--- src/rtl/sqm_run_unit_if.sv ---
// sqm_run_unit_if: request/response bundle for the sqm_run_unit co-processor.
//   start, op, a, b : request side, driven by the master (ALU / sequencer).
//   busy, done      : status, driven by the slave (the unit).
//   y, c, z, err    : result words, held by the slave until the next DONE.
// Parameters: W = data width of a/y (>= 2), S = mux select width (b is 2**S bits).
interface sqm_run_unit_if #(
    parameter int unsigned W = 8,
    parameter int unsigned S = 2
);
    localparam int unsigned BW = 1 << S;
    localparam int unsigned ZW = $clog2(W + 1);

    logic              start;
    logic              op;
    logic [W-1:0]      a;
    logic [BW-1:0]     b;
    logic              busy;
    logic              done;
    logic [W-1:0]      y;
    logic [2*BW-1:0]   c;
    logic [ZW-1:0]     z;
    logic              err;

    modport master (
        output start, op, a, b,
        input  busy, done, y, c, z, err
    );

    modport slave (
        input  start, op, a, b,
        output busy, done, y, c, z, err
    );
endinterface

--- src/rtl/sqm_run_unit.sv ---
// sqm_run_unit: multi-cycle square-mod / mux-map unit with longest circular run-of-ones count.
//   clk   : rising-edge clock.
//   reset : asynchronous, active-high; returns to IDLE with all outputs cleared.
//   bus   : sqm_run_unit_if slave modport.
//     start/op/a/b sampled in IDLE or DONE. op=1: y = (b*b) mod a, c = b*b, err if a==0.
//     op=0: y[i] = b[{a[(i+S-1)%W], ..., a[i]}], c = 0.
//     z = longest circular run of ones in y. busy in MAP/DIV/SCAN, done pulses in DONE.
//     y/c/z/err change only on entry to DONE (or on reset).
module sqm_run_unit #(
    parameter int unsigned W = 8,
    parameter int unsigned S = 2
) (
    input logic           clk,
    input logic           reset,
    sqm_run_unit_if.slave bus
);
    localparam int unsigned BW = 1 << S;
    localparam int unsigned CW = 2 * BW;
    localparam int unsigned ZW = $clog2(W + 1);
    // Run counter spans two laps of y, so it can reach 2W before clamping.
    localparam int unsigned RW = $clog2(2 * W + 1);
    localparam int unsigned NMAX = (CW > 2 * W) ? CW : 2 * W;
    localparam int unsigned NW = $clog2(NMAX + 1);

    typedef enum logic [2:0] {
        StIdle,
        StMap,
        StDiv,
        StScan,
        StDone
    } state_e;

    state_e          state_q, state_d;

    // Latched request.
    logic [W-1:0]    a_q, a_d;
    logic [BW-1:0]   b_q, b_d;

    // Working registers.
    logic [NW-1:0]   cnt_q, cnt_d;
    logic [CW-1:0]   dvd_q, dvd_d;
    logic [W:0]      rem_q, rem_d;
    logic [W-1:0]    yw_q, yw_d;
    logic [CW-1:0]   cw_q, cw_d;
    logic            errw_q, errw_d;
    logic [RW-1:0]   run_q, run_d;
    logic [RW-1:0]   max_q, max_d;

    // Held outputs.
    logic [W-1:0]    y_q, y_d;
    logic [CW-1:0]   c_q, c_d;
    logic [ZW-1:0]   z_q, z_d;
    logic            err_q, err_d;

    // Datapath helpers.
    logic [CW-1:0]   bsq;
    logic [W-1:0]    map_y;
    logic [W:0]      rem_sh;
    logic [W:0]      rem_next;
    logic [W-1:0]    yw_rot;
    logic [RW-1:0]   run_next;
    logic [RW-1:0]   max_next;
    logic [ZW-1:0]   z_fin;

    assign bsq = CW'(bus.b) * CW'(bus.b);

    // Adjacent-bit mux map: select bit j of output i comes from a[(i+j) mod W].
    always_comb begin
        map_y = '0;
        for (int i = 0; i < W; i++) begin
            logic [S-1:0] sel;
            sel = '0;
            for (int j = 0; j < S; j++) begin
                sel[j] = a_q[(i + j) % W];
            end
            map_y[i] = b_q[sel];
        end
    end

    // One restoring-division step: shift in next dividend bit, subtract if it fits.
    assign rem_sh   = {rem_q[W-1:0], dvd_q[CW-1]};
    assign rem_next = (rem_sh >= {1'b0, a_q}) ? (rem_sh - {1'b0, a_q}) : rem_sh;

    // Scan rotates the working word right each cycle and looks at bit 0; after 2W
    // rotations the word is back to its original value.
    assign yw_rot   = {yw_q[0], yw_q[W-1:1]};
    assign run_next = yw_q[0] ? (run_q + RW'(1)) : '0;
    assign max_next = (run_next > max_q) ? run_next : max_q;
    assign z_fin    = (max_next > RW'(W)) ? ZW'(W) : max_next[ZW-1:0];

    always_comb begin
        state_d = state_q;
        a_d     = a_q;
        b_d     = b_q;
        cnt_d   = cnt_q;
        dvd_d   = dvd_q;
        rem_d   = rem_q;
        yw_d    = yw_q;
        cw_d    = cw_q;
        errw_d  = errw_q;
        run_d   = run_q;
        max_d   = max_q;
        y_d     = y_q;
        c_d     = c_q;
        z_d     = z_q;
        err_d   = err_q;

        unique case (state_q)
            StIdle, StDone: begin
                state_d = StIdle;
                if (bus.start) begin
                    a_d   = bus.a;
                    b_d   = bus.b;
                    cnt_d = '0;
                    run_d = '0;
                    max_d = '0;
                    rem_d = '0;
                    if (bus.op) begin
                        cw_d   = bsq;
                        dvd_d  = bsq;
                        errw_d = (bus.a == '0);
                        if (bus.a == '0) begin
                            // Division by zero: skip straight to scanning a zero result.
                            yw_d    = '0;
                            state_d = StScan;
                        end else begin
                            state_d = StDiv;
                        end
                    end else begin
                        cw_d    = '0;
                        errw_d  = 1'b0;
                        state_d = StMap;
                    end
                end
            end

            StMap: begin
                yw_d    = map_y;
                cnt_d   = '0;
                state_d = StScan;
            end

            StDiv: begin
                rem_d = rem_next;
                dvd_d = {dvd_q[CW-2:0], 1'b0};
                cnt_d = cnt_q + NW'(1);
                if (cnt_q == NW'(CW - 1)) begin
                    yw_d    = rem_next[W-1:0];
                    cnt_d   = '0;
                    state_d = StScan;
                end
            end

            StScan: begin
                yw_d  = yw_rot;
                run_d = run_next;
                max_d = max_next;
                cnt_d = cnt_q + NW'(1);
                if (cnt_q == NW'(2 * W - 1)) begin
                    // Last scan step: yw_rot has completed 2W rotations.
                    y_d     = yw_rot;
                    c_d     = cw_q;
                    z_d     = z_fin;
                    err_d   = errw_q;
                    state_d = StDone;
                end
            end

            default: state_d = StIdle;
        endcase
    end

    always_ff @(posedge clk or posedge reset) begin
        if (reset) begin
            state_q <= StIdle;
            a_q     <= '0;
            b_q     <= '0;
            cnt_q   <= '0;
            dvd_q   <= '0;
            rem_q   <= '0;
            yw_q    <= '0;
            cw_q    <= '0;
            errw_q  <= 1'b0;
            run_q   <= '0;
            max_q   <= '0;
            y_q     <= '0;
            c_q     <= '0;
            z_q     <= '0;
            err_q   <= 1'b0;
        end else begin
            state_q <= state_d;
            a_q     <= a_d;
            b_q     <= b_d;
            cnt_q   <= cnt_d;
            dvd_q   <= dvd_d;
            rem_q   <= rem_d;
            yw_q    <= yw_d;
            cw_q    <= cw_d;
            errw_q  <= errw_d;
            run_q   <= run_d;
            max_q   <= max_d;
            y_q     <= y_d;
            c_q     <= c_d;
            z_q     <= z_d;
            err_q   <= err_d;
        end
    end

    assign bus.busy = (state_q == StMap) || (state_q == StDiv) || (state_q == StScan);
    assign bus.done = (state_q == StDone);
    assign bus.y    = y_q;
    assign bus.c    = c_q;
    assign bus.z    = z_q;
    assign bus.err  = err_q;
endmodule

--- src/flat_wrapper.sv ---
// flat-port wrapper written by rule: the top's interface ports become plain ports
module sqm_run_unit_flat 
#(
    parameter int unsigned W = 8,
    parameter int unsigned S = 2
)
  (clk, reset, bus_start, bus_op, bus_a, bus_b, bus_busy, bus_done, bus_y, bus_c, bus_z, bus_err);
  sqm_run_unit_if #(.W(W), .S(S)) bus_i ();
  input logic clk;
  input logic reset;
  input wire logic [$bits(bus_i.start)-1:0] bus_start;
  input wire logic [$bits(bus_i.op)-1:0] bus_op;
  input wire logic [$bits(bus_i.a)-1:0] bus_a;
  input wire logic [$bits(bus_i.b)-1:0] bus_b;
  output wire logic [$bits(bus_i.busy)-1:0] bus_busy;
  output wire logic [$bits(bus_i.done)-1:0] bus_done;
  output wire logic [$bits(bus_i.y)-1:0] bus_y;
  output wire logic [$bits(bus_i.c)-1:0] bus_c;
  output wire logic [$bits(bus_i.z)-1:0] bus_z;
  output wire logic [$bits(bus_i.err)-1:0] bus_err;
  assign bus_i.start = bus_start;
  assign bus_i.op = bus_op;
  assign bus_i.a = bus_a;
  assign bus_i.b = bus_b;
  assign bus_busy = bus_i.busy;
  assign bus_done = bus_i.done;
  assign bus_y = bus_i.y;
  assign bus_c = bus_i.c;
  assign bus_z = bus_i.z;
  assign bus_err = bus_i.err;
  sqm_run_unit #(.W(W), .S(S)) u_core (.clk(clk), .reset(reset), .bus(bus_i));
endmodule
--- config.mk ---
export PLATFORM = sky130hd
export DESIGN_NAME = sqm_run_unit_flat
export DESIGN_NICKNAME = d
export VERILOG_FILES = /design/src/rtl/sqm_run_unit_if.sv /design/src/rtl/sqm_run_unit.sv /design/src/flat_wrapper.sv
export SDC_FILE = /design/constraint.sdc
export NUM_CORES = 1
export LEC_CHECK = 0
export BUFFER_PORTS_ARGS = -buffer_cell sky130_fd_sc_hd__buf_2
export CAP_MARGIN = 20
export CORE_MARGIN = 5
export CORE_UTILIZATION = 60
export DETAILED_ROUTE_END_ITERATION = 7
export GPL_TIMING_DRIVEN = 0
export PLACE_DENSITY = 0.8
export SLEW_MARGIN = 20
export SYNTH_ARGS = -nofsm -noshare
export SYNTH_HDL_FRONTEND = slang
export SYNTH_SLANG_ARGS = --single-unit
--- constraint.sdc ---
create_clock -name clk -period 3.4 [get_ports clk]
set_input_delay 0.68 -clock clk [delete_from_list [all_inputs] [get_ports clk]]
set_output_delay 0.68 -clock clk [all_outputs]
set_load 0.03 [all_outputs]
=== Yosys cells after proc, flatten, opt, wreduce, memory -nomap -nowiden ===
Index checks and enable logic that the tools add are counted.

* Logic and storage cells: 100
* Register bits after elaboration: 84
* Bits of input ports: 16

* Multipliers: 1
* Add/subtract/negate cells: 3
* Reduce and logical (&&, ||, !) cells: 16
* Multiplexer cells: 43
* Eq/ne operators: 11
* $lt $le $gt $ge: 11

{| class="wikitable"
|+ Operators with widths
! operator !! number
|-
| $mux W8 || 9
|-
| $pmux W8 S2 || 2
|-
| $pmux W8 S4 || 1
|-
| $lt A2 B3 Y1 const B || 8
|-
| $mux W5 || 4
|-
| $pmux W5 S2 || 2
|-
| $pmux W5 S4 || 1
|-
| $bmux W1 S2 || 8
|-
| $pmux W3 S4 || 1
|-
| $reduce_and A2 Y1 || 6
|-
| $add A5 B1 Y5 const B || 2
|-
| $mux W1 || 10
|-
| $ge A9 B8 Y1 || 1
|-
| $mux W3 || 3
|-
| $logic_not A8 Y1 || 1
|-
| $mul A4 B4 Y8 || 1
|-
| $sub A8 B8 Y8 || 1
|-
| $eq A3 B2 Y1 const B || 2
|-
| $ne A2 B1 Y1 const B || 3
|-
| $eq A5 B3 Y1 const B || 1
|-
| $eq A5 B4 Y1 const B || 1
|-
| $gt A5 B4 Y1 const B || 1
|-
| $gt A5 B5 Y1 || 1
|-
| $reduce_and A5 Y1 || 1
|-
| 11 further kinds || 14
|}

=== Longest topological paths before layout ===
* Depth after elaboration: 6
* Depth in mapped cells: 12

=== Worst setup path after synthesis ===
Ideal clock, no wire load.

* Kind: reg2reg
* Start point: reg u_core.run_q[0]
* End point: reg u_core.z_q[3] (netlist: u_core.bus.z[3])
* Slack: 898 ps
* Cell stages (with the launch flop): 12
* Arrival time: 2,384 ps
* Setup time: 118 ps
* Path buffers: 0
* Path through: dfrtp_1 > ha_1 > nand3_1 > xor2_1 > nand2b_1 > inv_1 > ha_1 > a2111oi_2 > o21ai_0 > a211oi_1 > a211oi_2 > a21o_1

* Cells in the longest elaborated chain, start to end: 6

{| class="wikitable"
|+ RTL lines
! element !! line !! text
|-
| start: declaration || sqm_run_unit.sv:46 || <nowiki>logic [RW-1:0] run_q, run_d;</nowiki>
|-
| start signal: assignment || sqm_run_unit.sv:200 || <nowiki>run_q <= run_d;</nowiki>
|-
| $add A5 B1 Y5 * || sqm_run_unit.sv:87 || <nowiki>assign run_next = yw_q[0] ? (run_q + RW'(1)) : '0;</nowiki>
|-
| $mux W5 * || sqm_run_unit.sv:87 ||
|-
| $gt A5 B5 Y1 || sqm_run_unit.sv:88 || <nowiki>assign max_next = (run_next > max_q) ? run_next : max_q;</nowiki>
|-
| $mux W5 * || sqm_run_unit.sv:88 ||
|-
| $gt A5 B4 Y1 || sqm_run_unit.sv:89 || <nowiki>assign z_fin = (max_next > RW'(W)) ? ZW'(W) : max_next[ZW-1:0];</nowiki>
|-
| $mux W4 * || sqm_run_unit.sv:89 ||
|-
| end signal: assignment || sqm_run_unit.sv:204 || <nowiki>z_q <= z_d;</nowiki>
|-
| end: declaration || sqm_run_unit.sv:52 || <nowiki>logic [ZW-1:0] z_q, z_d;</nowiki>
|}

Mark *: on every way between the ends. The rest lies on a longest branch, timed or not.
A chain may end at the register's enable or synchronous reset.

=== Worst setup path after layout ===
* Start point: reg u_core.run_q[0]
* End point: reg u_core.z_q[2] (netlist: u_core.bus.z[2])

Same word-level chain as after synthesis.

==> results.json <==
{
  "clk_latency_ns": 0.35,
  "viasPerCell": 5.938,
  "clockBufferDepth": 2,
  "dr.pass1.iters": 4,
  "setup_viol": 0,
  "vias": 3806,
  "drv_cap": 0,
  "synthCells": 485,
  "peakVddDrop_mv": 0.5105,
  "arrival_ns": 3.31,
  "path_cells": "ha_1 -> nand3_1 -> xor2_1 -> nand2b_1 -> inv_1 -> ha_1 -> a2111oi_2 -> o21ai_0 -> a211oi_1 -> a21oi_1 -> o31ai_1",
  "crit_family": "compound AO/OA/AOI/OAI gates",
  "worst-path-buf-inv": 1,
  "root_buffer": "clkbuf_8",
  "fin_util_pct": 67.91,
  "synth_area_leader_cell": "dfrtp_1",
  "critPathMaxStageDelay_ns": 0.45,
  "yosysSeqAreaShare_pct": 44.60,
  "wl_per_cell_um": 16.96,
  "ys_ff_latch": 82,
  "tightestPinTransition_ns": 0.5498,
  "pin_count": 39,
  "hold_buffers": 0,
  "yosysUniqueCellTypes": 64,
  "rr_startpoint": "u_core.run_q[0]$_DFFE_PP0P_",
  "cp-end-kind": "flop",
  "core_area_mm2": 0.007607,
  "netlist_area_mm2": 0.004601,
  "max-slew-margin-rel_pct": 63.21,
  "path_class": "flop to flop",
  "finalCriticalPeriod_ns": 3.068,
  "row_count": 32,
  "cts_tree": "done",
  "dieWidth_um": 97.57,
  "rrSetupSlack_ns": 0.33,
  "gp_congestion": 0.8337,
  "slew_viol_final": 0,
  "worst_clock_skew_ns": 0.007977,
  "antenna_cells": 0,
  "synthFlopType": "dfrtp_1",
  "netlist.area_leader.share_pct": 44.60,
  "hold_viol_final": 0,
  "rsz0062_at_grt": "false",
  "path_max_fanout": 5,
  "port_buffers": 37,
  "maxClockFrequency_mhz": 325.9,
  "syn_nets": 520,
  "drc": 0,
  "status": "finished, final reports clean",
  "cts_buffers": 9,
  "grt_pass1_wl_mm": 18.57,
  "area_growth_pct": 12.29,
  "cp.required_ns": 3.64,
  "critPathLaunchType": "flop",
  "grt_pass1_vias": 3877,
  "finalPower_w": 0.004911,
  "cts_setup_buffers": 0,
  "fillers": 608,
  "synth_edf_count": 0,
  "fin_crit_sh_pct": 90.24,
  "ys_warn_count": 0,
  "synth-async-reset-ratio_pct": 100.0,
  "initial_core_util_pct": 60.48,
  "crit_start": "u_core.run_q[0]$_DFFE_PP0P_",
  "grt_overflow": 0,
  "detail-route-antenna-nets": 0,
  "dieHeight_um": 97.57,
  "dieArea_mm2": 0.009519,
  "drive_gt1_share_pct": 16.88,
  "grt_max_degree": 47,
  "syn_avg_cell_area_um2": 9.486,
  "grt_usage_pct": 23.69,
  "power-per-cell-area_mw_per_mm2": 950.5,
  "clkTransAtPathRegs_ns": 0.09,
  "antenna_found_initial": 0,
  "slowest_stage": "a211oi_1",
  "cts_resized": 0,
  "fin_nets": 569,
  "drt_first_iter_violations": 232,
  "yosys-top-cells-area": "dfrtp_1, nand2_1, ha_1",
  "htreeDepth": 3,
  "crit_top_cell": "ha_1",
  "p_leak_nw": 2.554,
  "hold_class": "input pin to asynchronous set/reset pin",
  "hpwl_mm": 8.119,
  "finalWirelength_mm": 10.87,
  "numClockSinks": 82
}
==> stage by stage <==
stage                     area, µm²  setup slack, ns  TNS, ns  hold slack (ns)  cells
final                          5166           0.3319        0           0.3555    641
after global routing           5166          0.05858        0           0.3875    641
after CTS                      5166           0.3552        0           0.3566    641
after detailed placement       4943           0.3969        0           0.4570    625
after global placement         4913          -0.3156   -25.64           0.4530    624
after floorplan                4601           0.6116        0           0.4386    485
==> registers in the layout, summed over array words and instances (netlist names) <==
name,cells
u_core.a_q,8
u_core.bus.z,4
u_core.bus.y,8
u_core.state_q,3
u_core.max_q,5
u_core.yw_q,8
u_core.cnt_q,5
u_core.b_q,4
u_core.bus.err,1
u_core.cw_q,7
u_core.dvd_q,8
u_core.errw_q,1
u_core.rem_q,8
u_core.bus.c,7
u_core.run_q,5
==> cells in the final DEF (no fill, tap or decap), types with 3 or more instances in the layout <==
cell type / n
a211oi_1: 5
a21o_1: 7
a21oi_1: 21
a221oi_1: 3
a22o_1: 5
a31oi_1: 4
a32o_1: 3
and2_1: 7
buf_2: 39
buf_4: 4
clkbuf_1: 11
clkbuf_8: 9
dfrtp_1: 82
ha_1: 18
inv_1: 22
mux2_2: 7
mux2i_1: 15
mux4_2: 8
nand2_1: 108
nand2b_1: 3
nand3_1: 16
nor2_1: 28
nor2b_1: 8
o21a_1: 4
o21ai_0: 32
o22ai_1: 7
o31a_1: 3
xnor2_1: 4
xor2_1: 3
==> layout make-up <==
type,instances,area [µm²],area share (%)
Inverter,24,92.59,1.792
Multi-Input combinational cell,362,2377,46.02
Clock buffer,9,123.9,2.398
Timing Repair Buffer,38,212.7,4.117
Tap cell,102,127.6,2.470
Sequential cell,82,2052,39.72
Buffer,17,81.33,1.574
Clock inverter,7,98.84,1.913
==> worst register-to-register path: stages (launching register included) <==
cell       delay (ns)
dfrtp_1          0.42
ha_1             0.27
nand3_1          0.11
xor2_1           0.15
nand2b_1         0.18
inv_1            0.06
ha_1             0.25
a2111oi_2        0.43
o21ai_0          0.29
a211oi_1         0.45
a21oi_1          0.07
o31ai_1          0.28
==> synth_stat cells, drive strengths merged, types with 8 or more instances <==
cell,instances
inv,23
mux4,8
nor2b,8
and2,9
dfrtp,82
nand3,16
a21oi,21
o21ai,33
nand2,108
ha,18
clkbuf,11
mux2i,16
nor2,30
==> where the power goes <==
part	total (W)	internal [W]	switching, W
clock	0.000810	0.000422	0.000388
sequential	0.00164	0.00132	0.000318
combinational	0.00246	0.00106	0.00140
total	0.00491	0.00280	0.00211
==> worst paths after layout <==
path                                                    end  cells past startpoint
worst max-delay path            u_core.bus.z[2]$_DFFE_PP0P_                     11
worst min register to register  u_core.bus.y[1]$_DFFE_PP0P_                      2
min in group clk                u_core.bus.y[1]$_DFFE_PP0P_                      2
worst min-delay path            u_core.bus.z[3]$_DFFE_PP0P_                      2
max in group asynchronous       u_core.rem_q[5]$_DFFE_PP0P_                      3
worst max register to register  u_core.bus.z[2]$_DFFE_PP0P_                     11
==> kinds of logic after synthesis <==
| group | share of synthesized area, % |
|---|---|
| AO/OA/AOI/OAI | 16.78 |
| buffers and inverters | 3.726 |
| XOR/XNOR | 1.686 |
| flip-flops | 44.60 |
| AND/OR/NAND/NOR | 18.60 |
| other | 0.08151 |
| adder cells (fa/ha/maj) | 5.331 |
| multiplexers | 9.192 |
==> routing by layer <==
| layer | global-route usage (%) | up-vias | share of wire (%) |
|---|---|---|---|
| met3 | 3.087 | 26 | 3.6 |
| met4 | 8.200 | 0 | 2.3 |
| met2 | 40.17 | 102 | 51 |
| met5 | 0 | - | 0 |
| met1 | 31.33 | 1870 | 44 |
| li1 | - | 1808 | - |
(Power assumes the default switching activity.)
